[src/rtl/delay_forward_ctrl.sv]
// Issue-stage producer control for the delayed-execution path: shadows in-flight
// destination registers through EXE/SBA/REEXE and picks a forward source per operand.

module df_src_dec #(
  parameter int STAGES = 3
) (
  input  logic                   is_reg,
  input  logic [4:0]             src,
  input  logic [STAGES:1]        e_vld,
  input  logic [STAGES:1][4:0]   e_wnum,
  input  logic [STAGES:1]        e_late,
  output logic [2:0]             sel,
  output logic                   need_delay,
  output logic                   stall
);
  localparam int DW = $clog2(STAGES + 1);
  logic [DW-1:0] d;

  always_comb begin
    d = '0;
    // walk oldest to youngest so the youngest matching writer wins
    for (int k = STAGES; k >= 1; k--)
      if (is_reg && src != 5'd0 && e_vld[k] && e_wnum[k] == src) d = k[DW-1:0];
    sel        = 3'b001;
    need_delay = 1'b0;
    stall      = 1'b0;
    if (d == DW'(1)) begin
      if (e_late[1]) stall = 1'b1;
      else begin
        sel        = 3'b010;
        need_delay = 1'b1;
      end
    end else if (d == DW'(2)) begin
      sel        = 3'b100;
      need_delay = 1'b1;
    end
  end
endmodule

module delay_forward_ctrl #(
  parameter int STAGES = 3,
  parameter int CNT_W  = 32
) (
  input  logic             clk,
  input  logic             rst,
  input  logic             flush_w_i,
  input  logic             ID_valid_w_i,
  input  logic             ID_delayable_w_i,
  input  logic [4:0]       ID_writeNum_w_i,
  input  logic             ID_resultLate_w_i,
  input  logic [4:0]       ID_src0Num_w_i,
  input  logic [4:0]       ID_src1Num_w_i,
  input  logic             ID_src0IsReg_w_i,
  input  logic             ID_src1IsReg_w_i,
  input  logic             EXE_allowin_w_i,
  input  logic             SBA_allowin_w_i,
  input  logic             MEM_allowin_w_i,
  output logic             ID_okToIssue_w_o,
  output logic [2:0]       ID_forwardSel0_o,
  output logic [2:0]       ID_forwardSel1_o,
  output logic             ID_oprand0IsReg_o,
  output logic             ID_oprand1IsReg_o,
  output logic             ID_notExc_o,
  output logic [CNT_W-1:0] stallCnt_o
);
  typedef struct packed {
    logic       vld;
    logic [4:0] wnum;
    logic       late;
  } ent_t;

  ent_t                 ent [1:STAGES];
  ent_t                 new_ent;
  logic [STAGES:1]      allow;
  logic [STAGES:1]      e_vld, e_late;
  logic [STAGES:1][4:0] e_wnum;

  logic [1:0]           is_reg_v, need_v, stall_v;
  logic [1:0][4:0]      src_v;
  logic [1:0][2:0]      sel_v;
  logic                 need_any, stall;

  assign new_ent = '{vld: ID_valid_w_i & ID_okToIssue_w_o,
                     wnum: ID_writeNum_w_i, late: ID_resultLate_w_i};

  for (genvar k = 1; k <= STAGES; k++) begin : g_stage
    ent_t up;
    logic bubble;
    assign allow[k]  = (k == 1) ? EXE_allowin_w_i :
                       (k == STAGES) ? MEM_allowin_w_i : SBA_allowin_w_i;
    assign e_vld[k]  = ent[k].vld;
    assign e_wnum[k] = ent[k].wnum;
    assign e_late[k] = ent[k].late;
    if (k == 1) begin : g_head
      assign up = new_ent;
    end else begin : g_body
      assign up = ent[k-1];
    end
    // downstream pulling while this stage holds would duplicate the entry
    if (k < STAGES) begin : g_bub
      assign bubble = allow[k+1];
    end else begin : g_nobub
      assign bubble = 1'b0;
    end
    always_ff @(posedge clk) begin
      if (!rst || flush_w_i) ent[k] <= '0;
      else if (allow[k])     ent[k] <= up;
      else if (bubble)       ent[k] <= '0;
    end
  end

  assign is_reg_v = {ID_src1IsReg_w_i, ID_src0IsReg_w_i};
  assign src_v    = {ID_src1Num_w_i, ID_src0Num_w_i};

  for (genvar s = 0; s < 2; s++) begin : g_src
    df_src_dec #(.STAGES(STAGES)) u_dec (
      .is_reg     (is_reg_v[s]),
      .src        (src_v[s]),
      .e_vld      (e_vld),
      .e_wnum     (e_wnum),
      .e_late     (e_late),
      .sel        (sel_v[s]),
      .need_delay (need_v[s]),
      .stall      (stall_v[s])
    );
  end

  assign need_any          = |need_v;
  assign stall             = (|stall_v) | (need_any & ~ID_delayable_w_i);
  assign ID_okToIssue_w_o  = ~(ID_valid_w_i & stall);
  assign ID_forwardSel0_o  = stall ? 3'b001 : sel_v[0];
  assign ID_forwardSel1_o  = stall ? 3'b001 : sel_v[1];
  assign ID_notExc_o       = ID_valid_w_i & need_any & ID_delayable_w_i & ~stall;
  assign ID_oprand0IsReg_o = ID_src0IsReg_w_i;
  assign ID_oprand1IsReg_o = ID_src1IsReg_w_i;

  always_ff @(posedge clk) begin
    if (!rst)
      stallCnt_o <= '0;
    else if (ID_valid_w_i && stall && stallCnt_o != '1)
      stallCnt_o <= stallCnt_o + 1'b1;
  end
endmodule
[config.mk]
export PLATFORM = sky130hd
export DESIGN_NAME = delay_forward_ctrl
export DESIGN_NICKNAME = d
export VERILOG_FILES = /design/src/rtl/delay_forward_ctrl.sv
export SDC_FILE = /design/constraint.sdc
export NUM_CORES = 1
export LEC_CHECK = 0
export BUFFER_PORTS_ARGS = -buffer_cell sky130_fd_sc_hd__buf_2
export CAP_MARGIN = 25
export CORE_ASPECT_RATIO = 1.75
export CORE_MARGIN = 1.5
export CORE_UTILIZATION = 25
export CTS_CLUSTER_SIZE = 10
export DETAILED_ROUTE_END_ITERATION = 10
export PLACE_DENSITY = 0.52
export SLEW_MARGIN = 0
export SYNTH_ARGS = -nofsm -noshare
export SYNTH_HDL_FRONTEND = slang
export SYNTH_SLANG_ARGS = --single-unit
export TNS_END_PERCENT = 5
[constraint.sdc]
create_clock -name clk -period 2.3 [get_ports clk]
set_input_delay 0.46 -clock clk [delete_from_list [all_inputs] [get_ports clk]]
set_output_delay 0.46 -clock clk [all_outputs]
set_load 0.02 [all_outputs]
==> summary.txt <==
Placed design
  – Placed inst area: approximately 0.0033 sq mm
  – Post-DP HPWL: around 6.0 mm
  – Final GP Congestion: roughly 0.78
  – Port bufs: 67
  – Placed cell count: between 500 and 600

CTS
  – CTS root buffer: clkbuf_16
  – Clock Path Buffers: 2
  – Clk Latency, worst-skew pair: slightly below 0.3 ns
  – Clk pin slew, worst setup/hold paths: approximately 0.060 ns
  – TritonCTS clock tree: yes
  – Inserted Clock Buffers: 5
  – H-tree depth: 2
  – # hold bufs at CTS: 0
  – TritonCTS Sinks: 45

Final layout
  – Layout Nets: ~430
  – Fin cells: 528
  – Share of cells above drive strength 1: about two fifths
  – Commonest non-fill, non-tap cells in the layout: buf_2, buf_4, nand2_1
  – Fillers: between 1k and 1.5k
  – Syn-to-layout area delta: 46.8%
  – Finished Cell Area: between 0.003 and 0.004 sq mm
  – Most common cell after layout, fill and taps aside: buf_2
  – Antenna Cells: 0

Timing
  – RSZ-0062 raised after global routing: true
  – Hold Vio Cnt, Final: 0
  – Setup TNS: -6.37 ns
  – Max Transition Viols Final: 0
  – Layout Skew: approximately 0.0039 ns
  – Relative slew margins: a little under three fifths
  – Achievable Freq: about 0.38 GHz
  – Tcrit/Tclk final: 115%
  – Setup violations, final: 40
  – Min cycle time layout: roughly 2.6 ns
  – Actual slew at the worst max-slew pin: around 0.65 ns
  – Final worst slack: -0.341 ns

Drt
  – DRT Pass-1 Iters: 6
  – Detail Route Antenna Nets: 0
  – DRT iter0 DRCs: around 110
  – Drt drc: 0
  – DR vias: between 2k and 3k
  – WL per Instance: around 16 um
  – Overall routed net length: approximately 8.3 mm
  – Detailed-route vias per instance: a little over 5

Synth
  – Synth area leaders: dfxtp_1, edfxtp_1, nand2_1
  – Post-synth net total: between 300 and 400
  – Post-synth cell types: 37
  – Synth Cell Area: around 0.0026 sq mm
  – Ys async rst share: 0%
  – Post-synthesis sequential area ratio: roughly two fifths
  – Yosys warnings: 0
  – Top_reg_cell synth: dfxtp_1
  – Mean cell area of the mapped netlist: 8.82 sq um
  – EDFF count, synth: 13
  – Mapped Cells: about 290
  – Yosys top cell area share: between 20% and 30%
  – Synth Register Bits: 45
  – Yosys top cell by area: dfxtp_1

Floorplan
  – # rows: 48
  – Core Area: ~0.01 sq mm
  – Die area: between 0.01 and 0.015 sq mm
  – Ports: 68
  – Die Span Y: ~140 um
  – Starting Density: between 20% and 30%
  – Die Span X: 79.7 um

Global routing
  – Number of global-route vias before repair: 2661
  – Overall routing resource usage: around 15%
  – Largest net degree at the start of global routing: 22
  – Initial antenna violation count: 0
  – First-pass GRT wire length: 13.0 mm
  – Total congestion overflow: 0

Worst setup path
  – Data required, critical path: between 1.5 and 2 ns
  – Startpoint Class: register
  – Crit path max fanout: 3
  – Arr. time, crit path: 2.18 ns
  – CP endpoint kind: output pin
  – Crit path from: ent[0][10]$_SDFFCE_PP0P_
  – WS Path Type: register to output pin
  – Reg-to-reg startpoint: ent[0][10]$_SDFFCE_PP0P_

Min path
  – Critical hold path startpoint: ID_writeNum_w_i[2]
  – Hold Path Class: input pin to register

Power
  – Peak VDD IR: around 0.00024 V
  – Cell area power density: around 500 mW/mm^2
  – Static Leak: approximately 1.5 nW

Run status
  – Failing checks: setup timing
  – Run status: finished with violations

Job
  – Max-cap violation count: 0
==> final timing paths <==
path,end,slack (ns),cells after the start
min reg2reg,stallCnt_o[23]$_SDFFE_PN0P_,0.49,2
max reg2reg,stallCnt_o[28]$_SDFFE_PN0P_,-0.26,9
min,ent[0][10]$_SDFFCE_PP0P_,0.48,2
max,ID_forwardSel0_o[0],-0.34,8
==> worst max-delay path, cell delays in order (launching register included) <==
cell and delay, ns:
edfxtp_1 0.45, xor2_1 0.18, nor4_2 0.36, buf_4 0.17
buf_4 0.09, nand4_1 0.15, o21ai_0 0.23, nand3_1 0.12
buf_6 0.15
==> through the flow <==
| step | hold slack, ns | setup slack, ns | utilization [%] | power (W) |
|---|---|---|---|---|
| 2_1_floorplan | 0.552 | -0.0237 | - | 0.000908 |
| 3_3_place_gp | 0.472 | -0.425 | 33.5 | 0.000976 |
| 3_5_place_dp | 0.479 | -0.439 | 33.5 | 0.000977 |
| 4_1_cts | 0.475 | -0.314 | 37.0 | 0.00191 |
| 5_1_grt | 0.489 | -0.449 | 37.9 | 0.00196 |
| 6_report | 0.480 | -0.341 | 37.9 | 0.00189 |
==> state kept, by name (all words and copies together), names as in the netlist <==
register,count
ent,13
stallCnt_o,32
==> area by class of cell <==
| type | count | area [sq um] | area share [%] |
|---|---|---|---|
| Clock inverter | 3 | 65.1 | 1.72 |
| Sequential cell | 45 | 1030 | 27.3 |
| Multi-Input combinational cell | 229 | 1640 | 43.3 |
| Clock buffer | 5 | 125 | 3.31 |
| Tap cell | 125 | 156 | 4.14 |
| Inverter | 6 | 22.5 | 0.596 |
| Timing Repair Buffer | 115 | 743 | 19.7 |
==> kinds of logic after synthesis <==
group           share of synthesized area [%]
simple gates                             31.4
compound gates                           14.4
flops                                    40.0
xor+xnor                                 7.48
buf+inv                                  3.45
mux                                      2.72
fa+ha+maj                               0.486
==> metal layers <==
layer / share of wire (%) / vias up / global-route usage, % / wire [um]
met2: 55 / 63 / 29.9 / 4560
li1: - / 1330 / - / -
met1: 39 / 1271 / 16.1 / 3230
met3: 4.2 / 7 / 2.78 / 350
met4: 1.8 / 0 / 5.75 / 151
met5: 0 / - / 0 / 0
==> synth_stat cells (all sizes together), types with 2 or more instances <==
master,n
nand2b,9
or3,6
nand2,33
o211ai,2
o41ai,2
dfxtp,32
xor2,13
o21ai,9
a21oi,19
nor3,4
nand3,15
buf,5
xnor2,9
nand4,9
and3,16
o21a,4
and4,6
clkbuf,8
mux2i,7
edfxtp,13
o31a,3
nor4,15
nor2,14
o31ai,12
or4,16
inv,6
==> timing repair <==
action / 4_1_cts / 5_1_grt
pin swaps: 22 / 10
setup buffers: 5 / 1
endpoints found under the setup margin: 39 / 40
cloned: 1 / 0
resized for setup: 25 / 19
==> power by group <==
part	switching, W	internal (W)
Sequential	0.0000110	0.000824
Clock	0.000306	0.000620
Combinational	0.0000701	0.0000580
Total	0.000387	0.00150
Power figures use the tool's default switching activity.
